**config.mk**
```make
export PLATFORM = sky130hd
export DESIGN_NAME = fpu_addsub_param
export DESIGN_NICKNAME = d
export VERILOG_FILES = /design/src/rtl/fpu_addsub_param.sv
export SDC_FILE = /design/constraint.sdc
export NUM_CORES = 1
export LEC_CHECK = 0
export CORE_MARGIN = 2
export CORE_UTILIZATION = 30
export CTS_BUF_LIST = sky130_fd_sc_hd__clkbuf_4 sky130_fd_sc_hd__clkbuf_8 sky130_fd_sc_hd__clkbuf_16
export CTS_CLUSTER_SIZE = 24
export DETAILED_ROUTE_END_ITERATION = 12
export GPL_ROUTABILITY_DRIVEN = 1
export HOLD_SLACK_MARGIN = 0.12
export PLACE_DENSITY = 0.47
export SYNTH_ARGS = -nofsm -noshare
export SYNTH_HDL_FRONTEND = slang
export SYNTH_SLANG_ARGS = --single-unit
```
**constraint.sdc**
```tcl
create_clock -name clk -period 11.7 [get_ports clk]
set_input_delay 2.34 -clock clk [delete_from_list [all_inputs] [get_ports clk]]
set_output_delay 2.34 -clock clk [all_outputs]
set_load 0.01 [all_outputs]
```
**src/rtl/fpu_addsub_param.sv**
```systemverilog
`default_nettype none
// ============================================================================
// Module : fpu_addsub_param
// Multi-cycle parameterised floating-point add/subtract, RNE or truncation.
// Rev    : 1.0
// ============================================================================
module fpu_addsub_param #(
  parameter int EXP_W  = 7,
  parameter int MANT_W = 24
) (
  input  logic                    clk,
  input  logic                    reset,
  input  logic                    start,
  input  logic [EXP_W+MANT_W:0]   a,
  input  logic [EXP_W+MANT_W:0]   b,
  input  logic                    op,
  input  logic                    rm,
  output logic                    busy,
  output logic                    done,
  output logic [EXP_W+MANT_W:0]   data_out,
  output logic [3:0]              status_out
);

  localparam int W    = 1 + EXP_W + MANT_W;
  localparam int SW   = MANT_W + 4;   // hidden + mantissa + guard/round/sticky
  localparam int SUMW = MANT_W + 5;   // SW plus carry
  localparam logic [EXP_W:0] EXP_INF   = {1'b0, {EXP_W{1'b1}}};
  localparam logic [EXP_W:0] SHIFT_CAP = (EXP_W+1)'(MANT_W + 3);
  localparam logic [3:0] ST_INEXACT = 4'b1000;
  localparam logic [3:0] ST_UNDER   = 4'b0100;
  localparam logic [3:0] ST_OVER    = 4'b0010;
  localparam logic [3:0] ST_EXACT   = 4'b0001;

  typedef enum logic [2:0] {
    S_IDLE, S_ALIGN, S_ADD, S_NORM, S_ROUND, S_DONE
  } state_t;

  state_t state_q, state_d;
  logic [W-1:0]    a_q, a_d, b_q, b_d, data_q, data_d;
  logic            op_q, op_d, rm_q, rm_d;
  logic [SW-1:0]   big_q, big_d, small_q, small_d, norm_q, norm_d;
  logic [SUMW-1:0] sum_q, sum_d;
  logic [EXP_W:0]  exp_q, exp_d;
  logic            sign_q, sign_d, sub_q, sub_d, zero_q, zero_d;
  logic            inf_q, inf_d, inf_sign_q, inf_sign_d;
  logic [3:0]      status_q, status_d;

  // Operand unpacking; subtraction folds into B's sign.
  logic             sa, sb, a_inf, b_inf, a_ge_b;
  logic [EXP_W-1:0] ea, eb;
  logic [EXP_W:0]   eff_a, eff_b, big_exp, small_exp, diff, shamt;
  logic [SW-1:0]    ext_a, ext_b, small_ext, aligned;
  logic             lost;

  assign sa     = a_q[W-1];
  assign sb     = b_q[W-1] ^ op_q;
  assign ea     = a_q[W-2:MANT_W];
  assign eb     = b_q[W-2:MANT_W];
  assign a_inf  = &ea;
  assign b_inf  = &eb;
  assign a_ge_b = a_q[W-2:0] >= b_q[W-2:0];
  assign ext_a  = {|ea, a_q[MANT_W-1:0], 3'b000};
  assign ext_b  = {|eb, b_q[MANT_W-1:0], 3'b000};
  assign eff_a  = (ea == '0) ? (EXP_W+1)'(1) : {1'b0, ea};
  assign eff_b  = (eb == '0) ? (EXP_W+1)'(1) : {1'b0, eb};

  assign big_exp   = a_ge_b ? eff_a : eff_b;
  assign small_exp = a_ge_b ? eff_b : eff_a;
  assign small_ext = a_ge_b ? ext_b : ext_a;
  assign diff      = big_exp - small_exp;
  assign shamt     = (diff > SHIFT_CAP) ? SHIFT_CAP : diff;
  assign lost      = |(small_ext & ~({SW{1'b1}} << shamt));
  assign aligned   = (small_ext >> shamt) | SW'(lost);

  // Normalisation: left shift limited so the exponent never drops below 1.
  logic [EXP_W:0] lzc, max_left, shl;
  always_comb begin
    lzc = (EXP_W+1)'(SW);
    for (int i = 0; i < SW; i++) begin
      if (sum_q[i]) lzc = (EXP_W+1)'(SW - 1 - i);
    end
  end
  assign max_left = exp_q - (EXP_W+1)'(1);
  assign shl      = (lzc < max_left) ? lzc : max_left;

  // Rounding of the normalised significand.
  logic [MANT_W:0]   mant_n;
  logic [MANT_W+1:0] rounded;
  logic [MANT_W-1:0] frac;
  logic [EXP_W:0]    exp_r;
  logic [EXP_W-1:0]  field;
  logic              inexact, round_up, rcarry, hidden, ovf;

  assign mant_n   = norm_q[SW-1:3];
  assign inexact  = |norm_q[2:0];
  assign round_up = ~rm_q & norm_q[2] & (norm_q[1] | norm_q[0] | mant_n[0]);
  assign rounded  = {1'b0, mant_n} + (MANT_W+2)'(round_up);
  assign rcarry   = rounded[MANT_W+1];
  assign hidden   = rcarry | rounded[MANT_W];
  assign frac     = rcarry ? '0 : rounded[MANT_W-1:0];
  assign exp_r    = exp_q + (EXP_W+1)'(rcarry);
  assign ovf      = hidden & (exp_r >= EXP_INF);
  assign field    = hidden ? exp_r[EXP_W-1:0] : '0;

  always_comb begin
    state_d    = state_q;
    a_d        = a_q;
    b_d        = b_q;
    op_d       = op_q;
    rm_d       = rm_q;
    big_d      = big_q;
    small_d    = small_q;
    sum_d      = sum_q;
    norm_d     = norm_q;
    exp_d      = exp_q;
    sign_d     = sign_q;
    sub_d      = sub_q;
    zero_d     = zero_q;
    inf_d      = inf_q;
    inf_sign_d = inf_sign_q;
    data_d     = data_q;
    status_d   = status_q;
    case (state_q)
      S_IDLE: begin
        if (start) begin
          a_d     = a;
          b_d     = b;
          op_d    = op;
          rm_d    = rm;
          state_d = S_ALIGN;
        end
      end
      S_ALIGN: begin
        big_d   = a_ge_b ? ext_a : ext_b;
        small_d = aligned;
        exp_d   = big_exp;
        sign_d  = a_ge_b ? sa : sb;
        sub_d   = sa ^ sb;
        inf_d   = a_inf | b_inf;
        // inf - inf resolves to +inf
        if (a_inf && b_inf) inf_sign_d = (sa == sb) ? sa : 1'b0;
        else                inf_sign_d = a_inf ? sa : sb;
        state_d = S_ADD;
      end
      S_ADD: begin
        sum_d   = sub_q ? ({1'b0, big_q} - {1'b0, small_q})
                        : ({1'b0, big_q} + {1'b0, small_q});
        zero_d  = (sub_q ? (big_q == small_q) : 1'b0) | ((big_q | small_q) == '0);
        state_d = S_NORM;
      end
      S_NORM: begin
        if (sum_q[SUMW-1]) begin
          norm_d = sum_q[SUMW-1:1] | SW'(sum_q[0]);
          exp_d  = exp_q + (EXP_W+1)'(1);
        end else begin
          norm_d = sum_q[SW-1:0] << shl;
          exp_d  = exp_q - shl;
        end
        state_d = S_ROUND;
      end
      S_ROUND: begin
        if (inf_q) begin
          data_d   = {inf_sign_q, {EXP_W{1'b1}}, {MANT_W{1'b0}}};
          status_d = ST_OVER;
        end else if (zero_q) begin
          data_d   = '0;
          status_d = ST_EXACT;
        end else if (ovf) begin
          data_d   = {sign_q, {EXP_W{1'b1}}, {MANT_W{1'b0}}};
          status_d = ST_OVER;
        end else begin
          data_d = {sign_q, field, frac};
          if (field == '0)  status_d = ST_UNDER;
          else if (inexact) status_d = ST_INEXACT;
          else              status_d = ST_EXACT;
        end
        state_d = S_DONE;
      end
      S_DONE:  state_d = S_IDLE;
      default: state_d = S_IDLE;
    endcase
  end

  always_ff @(posedge clk or negedge reset) begin
    if (!reset) begin
      state_q    <= S_IDLE;
      a_q        <= '0;
      b_q        <= '0;
      op_q       <= 1'b0;
      rm_q       <= 1'b0;
      big_q      <= '0;
      small_q    <= '0;
      sum_q      <= '0;
      norm_q     <= '0;
      exp_q      <= (EXP_W+1)'(1);
      sign_q     <= 1'b0;
      sub_q      <= 1'b0;
      zero_q     <= 1'b0;
      inf_q      <= 1'b0;
      inf_sign_q <= 1'b0;
      data_q     <= '0;
      status_q   <= ST_EXACT;
    end else begin
      state_q    <= state_d;
      a_q        <= a_d;
      b_q        <= b_d;
      op_q       <= op_d;
      rm_q       <= rm_d;
      big_q      <= big_d;
      small_q    <= small_d;
      sum_q      <= sum_d;
      norm_q     <= norm_d;
      exp_q      <= exp_d;
      sign_q     <= sign_d;
      sub_q      <= sub_d;
      zero_q     <= zero_d;
      inf_q      <= inf_d;
      inf_sign_q <= inf_sign_d;
      data_q     <= data_d;
      status_q   <= status_d;
    end
  end

  assign busy       = (state_q != S_IDLE);
  assign done       = (state_q == S_DONE);
  assign data_out   = data_q;
  assign status_out = status_q;

endmodule
`default_nettype wire

```
After elaboration in Yosys (flattened, before gate mapping)
Cells that the tools add are included.

Bits of input ports: 69. Logic and storage cells: 128. Output and inout port bits: 38. Flip-flop bits (word level): 231.

Reductions and logical operators: 15. Shifts and indexed selects: 3. $add $sub $neg: 8. $lt $le $gt $ge: 4. Muxes and demuxes: 57. Eq/ne operators: 8. Bitwise operators: 16.

Operators with widths (number): 8-bit 2-to-1 mux (29); 28-bit 2-to-1 mux (3); 32-bit 2-to-1 mux (2); 28-bit by 1-bit OR with 28-bit output (2); 7-bit 2-to-1 mux (5); 31-bit >= comparator (1); 31-bit 2-to-1 mux (1); 28-bit by 28-bit adder with 29-bit output (1); 29-bit 2-to-1 mux (1); 28-bit by 28-bit subtractor with 29-bit output (1); 28-bit AND (1); 28-bit equality test (1); 28-bit logical NOT (1); 28-bit inverter (1); 28-bit OR (1); 28-bit OR reduction (1); 28-bit by 8-bit left shift with 28-bit output (1); 28-bit by 8-bit left shift with 28-bit output, first input constant (1); 28-bit by 8-bit right shift with 28-bit output (1); 25-bit by 1-bit adder with 26-bit output (1); 24-bit 2-to-1 mux (1); 7-bit logical NOT (3); 4-bit 2-to-1 mux (5); 8-bit case mux with 2 select lines (1); 28 further kinds (45).

Depth between registers and ports, before layout
Word-level depth: 33. Mapped depth: 30.

Worst setup path before layout
Ideal clock, no wire load.

Path type: reg-to-reg. Start point: register b_q[21]. End point: register small_q[2]. Cell stages (with the launch flop): 29. Setup slack: 5782 ps. Required time: 11613 ps. Arrival time: 5831 ps. Library setup time: 87 ps. Clock period less this slack: 5918 ps. Path through: dfrtp_1 -> clkbuf_1 -> inv_1 -> ha_1 -> nand2_1 -> or3_1 -> or4b_1 -> o221ai_1 -> a21oi_1 -> buf_4 -> buf_2 -> buf_2 -> buf_2 -> mux2i_1 -> ha_1 -> fa_1 -> nand2b_1 -> a211o_1 -> o211ai_2 -> nand2_1 -> nor3b_1 -> buf_4 -> buf_4 -> nand2_1 -> a311oi_1 -> a21oi_1 -> a221oi_1 -> a21oi_1 -> a211oi_2.

Word-level cells in the longest chain between the ends: 7.

RTL lines: from (decl) (RTL line 39) `logic [W-1:0] a_q, a_d, b_q, b_d, data_q, data_d;`; from (signal assigned) (RTL line 188) `b_q <= '0;`; from (signal assigned) (RTL line 206) `b_q <= b_d;`; 31-bit >= comparator (RTL line 61) `assign a_ge_b = a_q[W-2:0] >= b_q[W-2:0];`; 7-bit 2-to-1 mux, on equally long branches (RTL line 67, 68); 7-bit by 7-bit subtractor with 8-bit output (RTL line 70) `assign diff = big_exp - small_exp;`; 8-bit by 5-bit greater-than comparator with 1-bit output (RTL line 71) `assign shamt = (diff > SHIFT_CAP) ? SHIFT_CAP : diff;`; 8-bit 2-to-1 mux (RTL line 71); 28-bit by 8-bit right shift with 28-bit output (*) (RTL line 73) `assign aligned = (small_ext >> shamt) | SW'(lost);`; 28-bit by 1-bit OR with 28-bit output (*) (RTL line 73); to (signal assigned) (RTL line 210) `small_q <= small_d;`; to (decl) (RTL line 41) `logic [SW-1:0] big_q, big_d, small_q, small_d, norm_q, norm_d;`.

Every way passes the cells marked *; elsewhere a longest branch is shown, timed or not. A chain may end at the register's enable or synchronous reset.

Worst setup path after layout
Start point: register a_q[16]. End point: register small_q[0].

Word-level cells in the longest chain between the ends: 10.

RTL lines: from (decl) (RTL line 39); from (signal assigned) (RTL line 187) `a_q <= '0;`; from (signal assigned) (RTL line 205) `a_q <= a_d;`; 31-bit >= comparator (RTL line 61); 7-bit 2-to-1 mux, on equally long branches (RTL line 67, 68); 7-bit by 7-bit subtractor with 8-bit output (RTL line 70); 8-bit by 5-bit greater-than comparator with 1-bit output (RTL line 71); 8-bit 2-to-1 mux (RTL line 71); 28-bit by 8-bit left shift with 28-bit output (RTL line 72) `assign lost = |(small_ext & ~({SW{1'b1}} << shamt));`; 28-bit inverter (RTL line 72); 28-bit AND (RTL line 72); 28-bit OR reduction (RTL line 72); 28-bit by 1-bit OR with 28-bit output (*) (RTL line 73).

Marked as above.

==> metrics <==
most frequent cells in the layout nand2_1 (285), dfrtp_1 (226), o21ai_0 (210); # rows 92; die height 256 µm; Bufs and invs on worst path 0; post-CTS setup buffer count 0; Synthesized Nets about 2500; CP endpoint kind flip-flop; commonest non-fill, non-tap cell in the layout nand2_1; antenna violations before repair 0; CTS H-tree lvls 1; TritonCTS buffer count 30; Crit path max-delay family compound AO/OA/AOI/OAI gates; Synth Area in XOR/XNOR 3.03%; Clock Path Buffers 3; Final nets around 2500; clk sinks around 230; critical path, cell by cell ha_1 -> a211oi_1 -> o21ai_0 -> a221oi_1 -> o221ai_1 -> a21oi_4 -> mux2_2 -> ha_1 -> fa_1 -> nand2b_1 -> a211o_1 -> o211ai_2 -> nand3_1 -> or3_1 -> a22o_1 -> a2111oi_0 -> a21oi_1 -> o22ai_1 -> o2111a_1 -> o22ai_1; Die X 256 µm; Ys Warns 0; number of synthesized flops with an enable pin 0; syn avg cell area 8.29 µm²; main combinational cell family by area after synthesis compound AO/OA/AOI/OAI gates; die area 0.0655 mm²; asr flop ratio synth 100%; Achievable Freq around 140 MHz; RSZ-0062 raised after global routing no; worst slack, placed 4.46 ns; max_cap viols 0; vias in the first global route 17000; clock slew at reported path FFs 0.06 ns; CP peak stage delay 0.69 ns; largest net degree at the start of global routing 144; WP data required 12.18 ns; number of port buffers 106; Crit Path Class reg2reg; setup violators final 0; total number of vias 17100; Gate Count Post-Synth 2298; status complete, no violations; clk root buf clkbuf_16; FILL cells 6627; commonest register cell after synthesis dfrtp_1; Post-CTS Resized 0; Core Region 0.0630 mm²; CTS tree done; Final Hold Vio Count 0; first-pass GRT wire length 102000 µm; Slew headroom 21.5%; final worst setup slack 4.60 ns; DRT Wirelength about 65000 µm; Initial Util between 30% and 40%; Post-Synth Simple-Gate Area between 15 and 20%; DRC 0; Syn Std Cell Area 0.0191 mm²; Via density 5.40; routability cong. between 0.9 and 1; Tightest Pin Transition approximately 1.2 ns; ANT nets after route 0; crit path time final 7.10 ns; IO Pins 107; CP max-delay cell nand3_1; WL per Instance 20.6 µm; flops & latches, synth 228; skew final 0.0322 ns; First DRT Iteration DRCs between 1000 and 1500; mux cell area share after synthesis 13.8%; Hold Crit Class reg2reg; Netlist cell types 91; layout cell share with drive strength beyond 1 around 7.1%; final slew viol count 0; reg2reg setup slack 4.60 ns; grt total ovfl 0; First-pass DRT Iterations 8; sequential element share of the synthesized area 30.0%; Worst setup SP type flip-flop; Synth-to-Final Area Change 13.9%; final setup TNS 0 ns; crit path max fanout 16; dpl hpwl between 40000 and 50000 µm; Total GRT Usage 19.5%; Tcrit/Tclk final 60.7%; Worst EP arrival 7.58 ns; Compound-Gate Fraction of Synth Area approximately a fifth; Hold Buf Count CTS 0; worst skew pair latency roughly 0.60 ns; adder-cell area share of the yosys netlist 8.79%
[per-stage QoR]
step	util [%]	hold WS [ns]	area (µm²)	instances
after floorplan	-	0.450	19100	2298
after global placement	32.9	0.467	20700	3122
after detailed placement	32.9	0.472	20700	3122
after CTS	34.5	0.484	21700	3176
after global routing	34.5	0.501	21700	3176
final	34.5	0.479	21700	3177
[registers in the layout (all words and copies together), names as in the netlist, 3 cells and up]
register    count
a_q            32
b_q            32
big_q          25
data_out       32
exp_q           8
norm_q         28
small_q        28
state_q         3
status_out      4
sum_q          29
[cell families after synthesis]
| group | count (synthesis) |
|---|---|
| AO/OA/AOI/OAI | 631 |
| XOR/XNOR | 66 |
| adder cells (fa/ha/maj) | 132 |
| buffers and inverters | 284 |
| flip-flops | 228 |
| multiplexers | 256 |
| AND/OR/NAND/NOR | 701 |
[worst register-to-register path, cell delays in order, from the launching register on]
cell and delay, ns:
dfrtp_1 0.47, ha_1 0.34, a211oi_1 0.21, o21ai_0 0.14, a221oi_1 0.49, o221ai_1 0.45, a21oi_4 0.64, mux2_2 0.43
ha_1 0.23, fa_1 0.38, nand2b_1 0.23, a211o_1 0.30, o211ai_2 0.21, nand3_1 0.70, or3_1 0.63, a22o_1 0.24
a2111oi_0 0.35, a21oi_1 0.09, o22ai_1 0.16, o2111a_1 0.21, o22ai_1 0.07
[path summary, 6_finish.rpt]
check,to,cells past startpoint,from
min in group asynchronous,data_out[15]$_DFFE_PN0P_,1,reset
max in group asynchronous,a_q[10]$_DFFE_PN0P_,2,reset
setup reg to reg,small_q[0]$_DFFE_PN0N_,20,a_q[16]$_DFFE_PN0P_
setup / recovery,small_q[0]$_DFFE_PN0N_,20,a_q[16]$_DFFE_PN0P_
hold reg to reg,status_out[0]$_DFFE_PN1P_,2,status_out[0]$_DFFE_PN1P_
hold / removal,status_out[0]$_DFFE_PN1P_,2,status_out[0]$_DFFE_PN1P_
[metal layers]
metal / wire length, µm / up-vias / GRT usage, %
li1: - / 8283 / -
met1: 29600 / 8358 / 26.0
met2: 31400 / 405 / 32.7
met3: 2510 / 98 / 2.35
met4: 1990 / 0 / 6.04
met5: 0 / - / 0
[synthesized netlist by cell type (28+ instances only)]
cell type | instances | area share, %
nand2_1 | 286 | 5.6
dfrtp_1 | 226 | 30
o21ai_0 | 211 | 5.5
mux2i_1 | 203 | 11
nor2_1 | 180 | 3.5
inv_1 | 133 | 2.6
ha_1 | 129 | 8.5
a21oi_1 | 126 | 3.3
clkbuf_1 | 97 | 1.9
mux2_2 | 50 | 3.0
nor3_1 | 38 | 1.0
xnor2_1 | 38 | 1.7
and3_1 | 37 | 1.2
nand3_1 | 37 | 0.97
buf_2 | 30 | 0.79
a211oi_1 | 28 | 1.1
o22ai_1 | 28 | 0.92
xor2_1 | 28 | 1.3
[final cells by class]
| class | count | area (µm²) | area share, % |
|---|---|---|---|
| antenna | 1 | 2.50 | 0.0115 |
| clock buffer | 46 | 896 | 4.13 |
| clock inverter | 8 | 93.8 | 0.433 |
| inverter | 133 | 499 | 2.30 |
| multi-input combinational | 1786 | 12200 | 56.2 |
| sequential | 228 | 5710 | 26.3 |
| tap | 846 | 1060 | 4.88 |
| timing repair buffer | 129 | 1250 | 5.77 |
Power is left out: the tool's default activity adds up to more than one toggle a clock period on the data nets, which glitch-free logic cannot reach.
